**config.mk**
```make
export PLATFORM = sky130hd
export DESIGN_NAME = logic_shift_pipe_flat
export DESIGN_NICKNAME = d
export VERILOG_FILES = /design/src/rtl/logic_shift_pipe_if.sv /design/src/rtl/logic_shift_pipe.sv /design/src/flat_wrapper.sv
export SDC_FILE = /design/constraint.sdc
export NUM_CORES = 1
export LEC_CHECK = 0
export ABC_AREA = 1
export CAP_MARGIN = 20
export CORE_ASPECT_RATIO = 0.6
export CORE_MARGIN = 5
export CORE_UTILIZATION = 60
export DETAILED_ROUTE_END_ITERATION = 12
export GPL_TIMING_DRIVEN = 0
export PLACE_DENSITY_LB_ADDON = 0.05
export SYNTH_ARGS = -nofsm -noshare
export SYNTH_HDL_FRONTEND = slang
export SYNTH_SLANG_ARGS = --single-unit
```
**constraint.sdc**
```tcl
create_clock -name CLK -period 4.5 [get_ports CLK]
set_input_delay 0.45 -clock CLK [delete_from_list [all_inputs] [get_ports CLK]]
set_output_delay 0.45 -clock CLK [all_outputs]
set_load 0.005 [all_outputs]
```
**src/rtl/logic_shift_pipe_if.sv**
```systemverilog
// Handshake/operand bundle for logic_shift_pipe: request side (In_*, A, B, opcode)
// and result side (Out_*, Logic_OUT, flags).
interface logic_shift_pipe_if #(
  parameter int DATA_WIDTH = 16
);
  logic                  In_Valid;
  logic                  In_Ready;
  logic [DATA_WIDTH-1:0] A;
  logic [DATA_WIDTH-1:0] B;
  logic [2:0]            Logic_FUN_SEL;
  logic                  Out_Valid;
  logic                  Out_Ready;
  logic [DATA_WIDTH-1:0] Logic_OUT;
  logic                  Logic_Flag;
  logic                  Zero_Flag;

  modport master (
    output In_Valid, A, B, Logic_FUN_SEL, Out_Ready,
    input  In_Ready, Out_Valid, Logic_OUT, Logic_Flag, Zero_Flag
  );

  modport slave (
    input  In_Valid, A, B, Logic_FUN_SEL, Out_Ready,
    output In_Ready, Out_Valid, Logic_OUT, Logic_Flag, Zero_Flag
  );
endinterface

```
**src/rtl/logic_shift_pipe.sv**
```systemverilog
// Pipelined logic/shift unit with valid/ready on both sides; the whole pipe stalls
// under back-pressure while bubbles are squeezed out, plus a completed-op counter.
module logic_shift_pipe #(
  parameter int DATA_WIDTH = 16,
  parameter int STAGES     = 2,
  parameter int CNT_WIDTH  = 16
) (
  input  logic                 CLK,
  input  logic                 RST,
  logic_shift_pipe_if.slave    bus,
  output logic [CNT_WIDTH-1:0] Op_Count
);
  localparam int SH_W = $clog2(DATA_WIDTH);

  logic [SH_W-1:0]       amt;
  logic [DATA_WIDTH-1:0] result;

  logic [STAGES-1:0]                 vld_pipe;
  logic [STAGES-1:0]                 rdy;
  logic [STAGES-1:0][DATA_WIDTH-1:0] d;
  logic [STAGES-1:0]                 z;
  logic [STAGES-1:0]                 up_v;
  logic [STAGES-1:0][DATA_WIDTH-1:0] up_d;
  logic [STAGES-1:0]                 up_z;

  // Shift amount is B mod DATA_WIDTH (DATA_WIDTH is a power of two).
  assign amt = bus.B[SH_W-1:0];

  always_comb begin
    result = '0;
    case (bus.Logic_FUN_SEL)
      3'b000: result = bus.A & bus.B;
      3'b001: result = bus.A | bus.B;
      3'b010: result = ~(bus.A & bus.B);
      3'b011: result = ~(bus.A | bus.B);
      3'b100: result = bus.A ^ bus.B;
      3'b101: result = ~(bus.A ^ bus.B);
      3'b110: result = bus.A << amt;
      3'b111: result = bus.A >> amt;
      default: result = '0;
    endcase
  end

  // Ready ripples back from the output: a stage can load if it is empty or the
  // stage ahead of it is moving.
  for (genvar i = 0; i < STAGES; i++) begin : g_stg
    if (i == 0) begin : g_head
      assign up_v[i] = bus.In_Valid;
      assign up_d[i] = result;
      assign up_z[i] = (result == '0);
    end else begin : g_body
      assign up_v[i] = vld_pipe[i-1];
      assign up_d[i] = d[i-1];
      assign up_z[i] = z[i-1];
    end
    if (i == STAGES-1) begin : g_tail_rdy
      assign rdy[i] = ~vld_pipe[i] | bus.Out_Ready;
    end else begin : g_rdy
      assign rdy[i] = ~vld_pipe[i] | rdy[i+1];
    end
  end

  always_ff @(posedge CLK or negedge RST) begin
    if (!RST) begin
      vld_pipe <= '0;
      d        <= '0;
      z        <= '0;
    end else begin
      for (int i = 0; i < STAGES; i++) begin
        if (rdy[i]) begin
          vld_pipe[i] <= up_v[i];
          // Data holds across bubbles so Logic_OUT keeps the last result when drained.
          if (up_v[i]) begin
            d[i] <= up_d[i];
            z[i] <= up_z[i];
          end
        end
      end
    end
  end

  always_ff @(posedge CLK or negedge RST) begin
    if (!RST)                              Op_Count <= '0;
    else if (bus.Out_Valid && bus.Out_Ready) Op_Count <= Op_Count + CNT_WIDTH'(1);
  end

  assign bus.In_Ready   = rdy[0];
  assign bus.Out_Valid  = vld_pipe[STAGES-1];
  assign bus.Logic_Flag = vld_pipe[STAGES-1];
  assign bus.Logic_OUT  = d[STAGES-1];
  assign bus.Zero_Flag  = z[STAGES-1];
endmodule
```
**src/flat_wrapper.sv**
```systemverilog
// flat-port wrapper written by rule: the top's interface ports become plain ports
module logic_shift_pipe_flat 
#(
  parameter int DATA_WIDTH = 16,
  parameter int STAGES     = 2,
  parameter int CNT_WIDTH  = 16
)
  (CLK, RST, Op_Count, bus_In_Valid, bus_A, bus_B, bus_Logic_FUN_SEL, bus_Out_Ready, bus_In_Ready, bus_Out_Valid, bus_Logic_OUT, bus_Logic_Flag, bus_Zero_Flag);
  logic_shift_pipe_if #(.DATA_WIDTH(DATA_WIDTH)) bus_i ();
  input  logic CLK;
  input  logic RST;
  output logic [CNT_WIDTH-1:0] Op_Count;
  input wire logic [$bits(bus_i.In_Valid)-1:0] bus_In_Valid;
  input wire logic [$bits(bus_i.A)-1:0] bus_A;
  input wire logic [$bits(bus_i.B)-1:0] bus_B;
  input wire logic [$bits(bus_i.Logic_FUN_SEL)-1:0] bus_Logic_FUN_SEL;
  input wire logic [$bits(bus_i.Out_Ready)-1:0] bus_Out_Ready;
  output wire logic [$bits(bus_i.In_Ready)-1:0] bus_In_Ready;
  output wire logic [$bits(bus_i.Out_Valid)-1:0] bus_Out_Valid;
  output wire logic [$bits(bus_i.Logic_OUT)-1:0] bus_Logic_OUT;
  output wire logic [$bits(bus_i.Logic_Flag)-1:0] bus_Logic_Flag;
  output wire logic [$bits(bus_i.Zero_Flag)-1:0] bus_Zero_Flag;
  assign bus_i.In_Valid = bus_In_Valid;
  assign bus_i.A = bus_A;
  assign bus_i.B = bus_B;
  assign bus_i.Logic_FUN_SEL = bus_Logic_FUN_SEL;
  assign bus_i.Out_Ready = bus_Out_Ready;
  assign bus_In_Ready = bus_i.In_Ready;
  assign bus_Out_Valid = bus_i.Out_Valid;
  assign bus_Logic_OUT = bus_i.Logic_OUT;
  assign bus_Logic_Flag = bus_i.Logic_Flag;
  assign bus_Zero_Flag = bus_i.Zero_Flag;
  logic_shift_pipe #(.DATA_WIDTH(DATA_WIDTH), .STAGES(STAGES), .CNT_WIDTH(CNT_WIDTH)) u_core (.CLK(CLK), .RST(RST), .bus(bus_i), .Op_Count(Op_Count));
endmodule
```
==> results.cfg, run 1 <==
[logic_synthesis]
synth_top_area_share_pct = 26.3
synth_flop_cell = dfrtp_1
yosys_register_bits = 52
synth_top_family_by_area = simple AND/OR/NAND/NOR gates
ys_warn_count = 0
synth_edf_count = 0
synth_area_leader_cell = dfrtp_1
synth-compound-area-share_pct = 5.24
netlist_area_um2 = 4950
synthTopCellsByCount = 204 x nand2_1, 131 x nand3_1, 85 x nor2_1
synth.avg_cell_area_um2 = 6.53
yosysSeqAreaShare_pct = 26.3
synth-adder-area-share_pct = 8.85
synth_cells = 758
ys_types = 33
synth_most_common_cell = nand2_1
synth_area_leaders = dfrtp_1 26%, nand2_1 15%, nand3_1 13%
synth.net_count = 832
synthArstFlopShare_pct = 100
synth-xor-area-share_pct = 2.66
synth.area.mux_share_pct = 3.19
synth-simple-area-share_pct = 41.1

[power]
powerDensity_nw_per_um2 = 305
combinationalPowerShare_pct = 42.6
clock_power_share_pct = 20.9
ir_drop_uv = 251
p_sw_uw = 646
seq_power_share_pct = 36.6
sw_frac_of_total_pct = 35.5
leakagePower_nw = 3.04
power.total_mw = 1.82
intPower_mw = 1.17

[route]
routed_wl_um = 18000
num_vias = 5755
routed-wl-met3_um = 3010
drt_iter0_drc = 949
met1Wirelength_um = 7290
dr.pass1.iters = 9
route.detailed.drc = 0
wl_met2_um = 7230
post_drt_via_cell_ratio = 6.08
postRouteAntennaNets = 0
avgRoutedWirePerCell_um = 19.0
routed.top_layer = met4

[global_route]
grt_max_degree = 37
antenna_found_initial = 0
grt_pass1_wl_um = 27700
grt_overflow_total = 0
grtUsageTotal_pct = 35.0
grt_pass1_vias = 5296

[clock_tree]
cts.root.buffer_cell = clkbuf_16
ctsHoldBuffers = 0
postCtsSetupRepairBufs = 0
clock_sinks = 52
worstSkewPairLatency_ps = 300
clk_pin_slew_ps = 70
h-tree-depth = 2
cts_buffers = 5
post_cts_resized = 0
cts_tree = yes
cts_buffer_depth = 2

[timing]
finalHoldViolCount = 0
setup_violations = 0
slew_headroom_pct = 59.3
clock_skew_ps = 5.31
maxSlewViolCount = 0
hold_slack_ps = 73.0
worstMarginPinSlew_ps = 611
max_freq_ghz = 0.352
fin_crit_sh_pct = 63.2
fin_tns_setup_ps = 0
grt_setup_unrepaired = no
period_minus_slack_ps = 2840

[setup_path]
crit_required_ps = 4730
endpoint_kind = register
crit_arrival_ps = 3070
crit_fanout = 10
crit_path_start_kind = input port
r2r_setup_slack_ps = 2500
path_class = in -> reg

[floorplanning]
row_count = 25
die-width_um = 127
dieArea_um2 = 10200
fp.coreArea_um2 = 7950
ios = 75
initial_core_util_pct = 62.3
die_y_um = 80.3

[placed_design]
place_hpwl_um = 14000
gp_congestion = 1.11
portBuffers = 72

[layout]
n_fill_cell = 646
utilization_pct = 74.9
drive_gt1_share_pct = 10.4
regArea_um2 = 1300
final_nets = 912
multi_input_area_um2 = 3020
syn2layout_area_growth_pct = 20.4
n_antenna_cell = 0

[worst_hold_path]
hp-class = in -> async

[outcome]
status = finished clean

[job]
cap_violations = 0
cells by family after synthesis:
family                     after synthesis
xor gates and xnor gates                15
adders and majority gates               35
AOI/OAI and AO/OA                       49
and+or+nand+nor                        459
muxes                                   14
DFF                                     52
buffers and inverters                  134
registers in the layout, summed over array words and instances, names as in the netlist:
name and cells:
u_core.d 16, u_core.bus.Logic_OUT 16, u_core.vld_pipe 2, u_core.Op_Count 16, u_core.z 2
worst paths after layout:
path,from,endpoint,cells past startpoint
worst min-delay path,RST,u_core.Op_Count[15]$_DFFE_PN0P_,1
max in group asynchronous,RST,u_core.d[11]$_DFFE_PN0P_,2
worst max-delay path,bus_B[2],u_core.z[0]$_DFFE_PN0P_,14
worst max register to register,u_core.vld_pipe[1]$_DFFE_PN0P_,u_core.Op_Count[15]$_DFFE_PN0P_,9
min in group CLK,u_core.Op_Count[15]$_DFFE_PN0P_,u_core.Op_Count[15]$_DFFE_PN0P_,1
worst min register to register,u_core.Op_Count[15]$_DFFE_PN0P_,u_core.Op_Count[15]$_DFFE_PN0P_,1
worst max-delay path, cell delays in order:
cell	delay, ps
clkdlybuf4s50_1	490
clkbuf_2	180
clkinv_1	230
clkbuf_1	310
ha_1	390
o21ai_0	200
nand3_1	100
nor2_1	100
nand3_1	70
nand2_1	110
nand2_1	70
nor2_1	90
nand3_1	130
o21bai_2	130
routing by layer:
metal	GRT usage, %	vias to the layer above
li1	-	2573
met1	49.8	2605
met2	50.8	504
met3	12.2	73
met4	8.57	0
met5	0	-
cell type report:
type / instances / area share, %
multi-input cells: 572 / 50.7
flip-flops and latches: 52 / 21.9
plain buffers: 48 / 5.06
inverters: 86 / 5.42
clock buffers: 5 / 2.10
repair buffers: 73 / 12.4
clock inverters: 2 / 0.210
well taps: 108 / 2.27
cell usage in the layout, fill, tap and decap left out, types with 8 or more instances in the layout:
| cell | instances |
|---|---|
| nand2_1 | 204 |
| clkdlybuf4s50_1 | 71 |
| mux2_2 | 14 |
| nor2_1 | 85 |
| ha_1 | 35 |
| xnor2_1 | 8 |
| buf_4 | 24 |
| nand3_1 | 131 |
| a21oi_1 | 9 |
| o21ai_0 | 33 |
| inv_1 | 74 |
| clkbuf_1 | 14 |
| dfrtp_1 | 52 |
| nand4_1 | 12 |
| inv_2 | 11 |
per-stage QoR:
step / cell area, µm² / std cells / worst slack, ps
2_1_floorplan: 4950 / 758 / 2430
3_3_place_gp: 5800 / 938 / 1560
3_5_place_dp: 5820 / 939 / 1510
4_1_cts: 5950 / 946 / 1780
5_1_grt: 5950 / 946 / 1570
6_report: 5950 / 946 / 1660
power by group through the flow:
stage               clock network, mW  registers [mW]  logic, mW
finish                          0.379           0.665      0.774
global placement                    0           0.650      0.716
CTS                             0.373           0.659      0.759
global route                    0.394           0.672      0.827
floorplan                           0           0.640      0.411
detailed placement                  0           0.664      0.749
(Power assumes the default switching activity.)
==> run 2: changes to the inputs <==
CORE_UTILIZATION = 50   (was 60)
clock period = 2.55 ns   (was 4.5 ns; I/O delays follow)
==> results.cfg, run 2 (synthesized netlist as in run 1, its figures left out) <==
[clock_tree]
clock_sinks = 52
worstSkewPairLatency_ps = 290
cts_buffer_depth = 2
cts.root.buffer_cell = clkbuf_16
h-tree-depth = 2
cts_tree = yes
cts_buffers = 5
clk_pin_slew_ps = 60

[timing]
maxSlewViolCount = 0
worstMarginPinSlew_ps = 602
slew_headroom_pct = 59.9
finalHoldViolCount = 0
setup_violations = 0
hold_slack_ps = 403
max_freq_ghz = 0.407
fin_crit_sh_pct = 96.4
period_minus_slack_ps = 2460
clock_skew_ps = 2.48
grt_setup_unrepaired = no

[route]
dr.pass1.iters = 7
routed_wl_um = 17600
route.detailed.drc = 0
avgRoutedWirePerCell_um = 18.0
postRouteAntennaNets = 0
num_vias = 5374
post_drt_via_cell_ratio = 5.52
drt_iter0_drc = 735

[layout]
n_antenna_cell = 0
drive_gt1_share_pct = 10.7
n_fill_cell = 888
regArea_um2 = 1300
multi_input_area_um2 = 3030
final_cell_mix = 204 x nand2_1, 131 x nand3_1, 85 x nor2_1
finalNonFillerCells = 973
final_nets = 914
syn2layout_area_growth_pct = 21.5
final_common_cell = nand2_1

[setup_path]
critPathTopFamily = buffers and inverters
crit_required_ps = 2770
cp_num_buf_inv = 5
crit_path_start_kind = input port
endpoint_kind = register
crit_fanout = 10
cp_cell_sequence = clkdlybuf4s50_1 > buf_2 > clkinvlp_4 > buf_4 > clkbuf_1 > nand3_1 > nor2_1 > nor2_1 > nand3_1 > nand2_1 > nand2_1 > nor2_1 > nand3_1 > o21bai_2
crit_arrival_ps = 2680
slowest_delay_ps = 490
crit_path_top_delay_cell = clkdlybuf4s50_1
path_class = in -> reg

[global_route]
antenna_found_initial = 0
grt_pass1_wl_um = 27700
grt_pass1_vias = 4974
grt_max_degree = 39
grtUsageTotal_pct = 29.5
grt_overflow_total = 0

[placed_design]
gp_congestion = 0.971
place_hpwl_um = 13900
place_inst = 966
portBuffers = 72

[job]
cap_violations = 0

[floorplanning]
die_y_um = 87.0
die-width_um = 138
ios = 75
dieArea_um2 = 12000
initial_core_util_pct = 50.6
row_count = 28
fp.coreArea_um2 = 9770

[power]
ir_drop_uv = 483
leakagePower_nw = 3.05
powerDensity_nw_per_um2 = 517
power.total_mw = 3.11

[outcome]
status = finished clean

[worst_hold_path]
hp-class = in -> async
-- run 2: changes by cell type in the layout (fill, tap and decap cells not counted), sizes merged --
| cell | delta |
|---|---|
| clkinv | -2 |
| buf | +2 |
| dlygate4sd3 | +1 |
| clkbuf | -1 |
-- run 2: layout make-up --
type / instances / area share (%)
multi-input cells: 572 / 50.3
flip-flops and latches: 52 / 21.7
repair buffers: 76 / 12.7
inverters: 86 / 5.43
plain buffers: 47 / 5.02
well taps: 135 / 2.81
clock buffers: 5 / 2.08
-- run 2: path summary, 6_finish.rpt --
| path | to | slack, ps | start | depth (start not counted) |
|---|---|---|---|---|
| worst max-delay path | u_core.z[0]$_DFFE_PN0P_ | 90 | bus_B[2] | 14 |
| worst min-delay path | u_core.Op_Count[13]$_DFFE_PN0P_ | 400 | RST | 2 |
| worst max register to register | u_core.Op_Count[13]$_DFFE_PN0P_ | 570 | u_core.vld_pipe[1]$_DFFE_PN0P_ | 9 |
| worst min register to register | u_core.Op_Count[15]$_DFFE_PN0P_ | 470 | u_core.Op_Count[15]$_DFFE_PN0P_ | 1 |
| max in group asynchronous | u_core.d[13]$_DFFE_PN0P_ | 1630 | RST | 3 |
| min in group CLK | u_core.Op_Count[15]$_DFFE_PN0P_ | 470 | u_core.Op_Count[15]$_DFFE_PN0P_ | 1 |
-- run 2: repair_timing --
item,CTS,global route
gates resized for setup,2,5
hold endpoints to repair,14,0
setup endpoints to repair,1,1
setup buffers,0,2
hold buffers,1,0
gates cloned,0,0
-- run 2: layer usage --
layer  share of wire (%)  vias up  global-route usage, %
li1                    -     2574                      -
met1                  49     2501                   46.7
met2                  38      285                   39.7
met3                  12       14                   8.39
met4                0.57        0                   4.13
met5                   0        -                      0
-- run 2: worst reg2reg max path: cells and delay by family, from the launching register on --
kind | cells | cell delay, ps
AND/OR/NAND/NOR | 7 | 1220
flip-flops | 1 | 410
XOR/XNOR | 1 | 140
buffers and inverters | 1 | 100
-- run 2: metrics by stage --
step	setup TNS [ps]	cell area, µm²	worst slack, ps	utilization [%]
CTS	0	5990	3.73	61.3
global placement	-9360	5840	-392	59.7
global route	0	6010	1.09	61.5
finish	0	6010	90.8	61.5
floorplan	0	4950	671	-
detailed placement	-523	5850	-381	59.9
-- run 2: power breakdown --
group	total, mW	switching [mW]	leakage [nW]	internal (mW)
Sequential	1.15	0.137	0.655	1.02
Combinational	1.33	0.639	2.34	0.694
Clock	0.622	0.275	0.0616	0.347
Total	3.11	1.05	3.05	2.06
==> run 3: changes to the inputs <==
--- a/config.mk
+++ b/config.mk
@@ -10,4 +10,4 @@
 export CORE_ASPECT_RATIO = 0.6
-export CORE_MARGIN = 5
-export CORE_UTILIZATION = 50
+export CORE_MARGIN = 2
+export CORE_UTILIZATION = 35
 export DETAILED_ROUTE_END_ITERATION = 12
==> constraint.sdc (replaced) <==
create_clock -name CLK -period 2.55 [get_ports CLK]
set_input_delay 0.3825 -clock CLK [delete_from_list [all_inputs] [get_ports CLK]]
set_output_delay 0.3825 -clock CLK [all_outputs]
set_load 0.005 [all_outputs]
==> results.cfg, run 3 (synthesized netlist as in run 1, its figures left out) <==
[route]
route.detailed.drc = 0
postRouteAntennaNets = 0
dr.pass1.iters = 5
num_vias = 5240
drt_iter0_drc = 511
routed_wl_um = 18200
post_drt_via_cell_ratio = 5.09
avgRoutedWirePerCell_um = 17.7

[power]
clock_power_share_pct = 20.5
seq_power_share_pct = 36.7
ir_drop_uv = 358
leakagePower_nw = 3.10
p_sw_mw = 1.06
powerDensity_nw_per_um2 = 513
sw_frac_of_total_pct = 33.9
combinationalPowerShare_pct = 42.8
intPower_mw = 2.07

[floorplanning]
row_count = 33
ios = 75
initial_core_util_pct = 36.1
dieArea_um2 = 15100
fp.coreArea_um2 = 13700
die-width_um = 157
die_y_um = 96.1

[timing]
maxSlewViolCount = 0
clock_skew_ps = 3.04
period_minus_slack_ps = 2440
setup_violations = 0
grt_setup_unrepaired = no
fin_crit_sh_pct = 95.9
finalHoldViolCount = 0
slew_headroom_pct = 60.7
worstMarginPinSlew_ps = 589
max_freq_ghz = 0.409

[global_route]
top_usage_layer = met1
use_met3_pct = 6.93
grt_overflow_total = 0
grt_pass1_vias = 4723
grt_max_degree = 41
grtUsageTotal_pct = 25.1
antenna_found_initial = 0
use_met1_pct = 42.4
met2_usage_pct = 30.5
grt_pass1_wl_um = 28200

[setup_path]
slowest_delay_ps = 490
cp_cell_sequence = clkdlybuf4s50_1 > buf_4 > buf_2 > nand2_1 > nand3_1 > nand2_1 > o21ai_2 > nand2_1 > nand3_1 > nand2_1 > nand2_1 > nor2_1 > nand3_1 > o21bai_2
path_class = in -> reg
critPathTopFamily = simple AND/OR/NAND/NOR gates
cp_num_buf_inv = 3
endpoint_kind = register
cp_common_cell = nand2_1
crit_required_ps = 2730
crit_path_top_delay_cell = clkdlybuf4s50_1
crit_fanout = 10
crit_path_start_kind = input port
crit_arrival_ps = 2620

[placed_design]
portBuffers = 72
gp_congestion = 0.935
place_inst = 1023
place_hpwl_um = 14600

[clock_tree]
clk_pin_slew_ps = 60
cts_tree = yes
cts.root.buffer_cell = clkbuf_16
postCtsSetupRepairBufs = 0
worstSkewPairLatency_ps = 290
clock_sinks = 52
h-tree-depth = 2
cts_buffer_depth = 2
cts_buffers = 5

[job]
cap_violations = 0

[layout]
n_fill_cell = 1498
n_antenna_cell = 0
utilization_pct = 44.6
drive_gt1_share_pct = 11.1
finalNonFillerCells = 1030
final_common_cell = nand2_1
syn2layout_area_growth_pct = 23.5
final_cell_mix = 204 x nand2_1, 131 x nand3_1, 84 x nor2_1
final_nets = 912

[outcome]
status = finished clean

[worst_hold_path]
hp-class = reg -> reg
run 3: cell types whose count changed in the layout (fill, tap and decap cells not counted), sizes merged:
cell,change
clkdlybuf4s50,-4
dlymetal6s2s,+4
buf,-3
clkbuf,+2
clkinv,+1
clkinvlp,-1
inv,+1
run 3: cell type report:
cell class / count / area, µm² / share of cell area (%)
multi-input combinational: 572 / 3030 / 49.6
clock buffer: 6 / 129 / 2.11
clock inverter: 1 / 5.00 / 0.0820
buffer: 47 / 314 / 5.14
tap: 192 / 240 / 3.93
sequential: 52 / 1300 / 21.3
timing repair buffer: 74 / 756 / 12.4
inverter: 86 / 330 / 5.41
run 3: final timing paths:
kind / from / end / slack (ps) / depth (start not counted)
setup reg to reg: u_core.vld_pipe[1]$_DFFE_PN0P_ / u_core.Op_Count[15]$_DFFE_PN0P_ / 540 / 9
hold / removal: u_core.Op_Count[15]$_DFFE_PN0P_ / u_core.Op_Count[15]$_DFFE_PN0P_ / 470 / 1
max in group asynchronous: RST / u_core.bus.Logic_OUT[13]$_DFFE_PN0P_ / 1520 / 3
hold reg to reg: u_core.Op_Count[15]$_DFFE_PN0P_ / u_core.Op_Count[15]$_DFFE_PN0P_ / 470 / 1
min in group asynchronous: RST / u_core.Op_Count[13]$_DFFE_PN0P_ / 520 / 2
setup / recovery: bus_B[0] / u_core.z[0]$_DFFE_PN0P_ / 110 / 14
run 3: power groups by stage:
stage	sequential, mW	clock, mW	combinational, mW
detailed placement	1.17	0	1.32
CTS	1.15	0.660	1.33
floorplan	1.13	0	0.726
finish	1.15	0.641	1.34
global route	1.18	0.700	1.48
global placement	1.16	0	1.31
run 3: through the flow:
step                      hold slack (ps)  instance area, µm²  setup TNS (ps)  worst slack [ps]  power [mW]
after global routing                  504                6110               0              4.52        3.36
after detailed placement              294                5920           -1390              -509        2.48
after CTS                             478                6070               0              28.1        3.14
after floorplan                      86.9                4950               0               544        1.85
final                                 468                6110               0               105        3.13
after global placement                461                5910          -23780              -485        2.47
run 3: per-layer routing:
layer / share of wire [%] / vias to the layer above
met4: 0.49 / 0
met1: 54 / 2420
met3: 10 / 8
li1: - / 2577
met5: 0 / -
met2: 35 / 235
run 3: timing repair:
| item | CTS | global route |
|---|---|---|
| gates resized for setup | 4 | 28 |
| pin swaps | 0 | 0 |
| endpoints found under the setup margin | 1 | 2 |
| hold endpoints to repair | 12 | 0 |
| hold buffers | 1 | 0 |
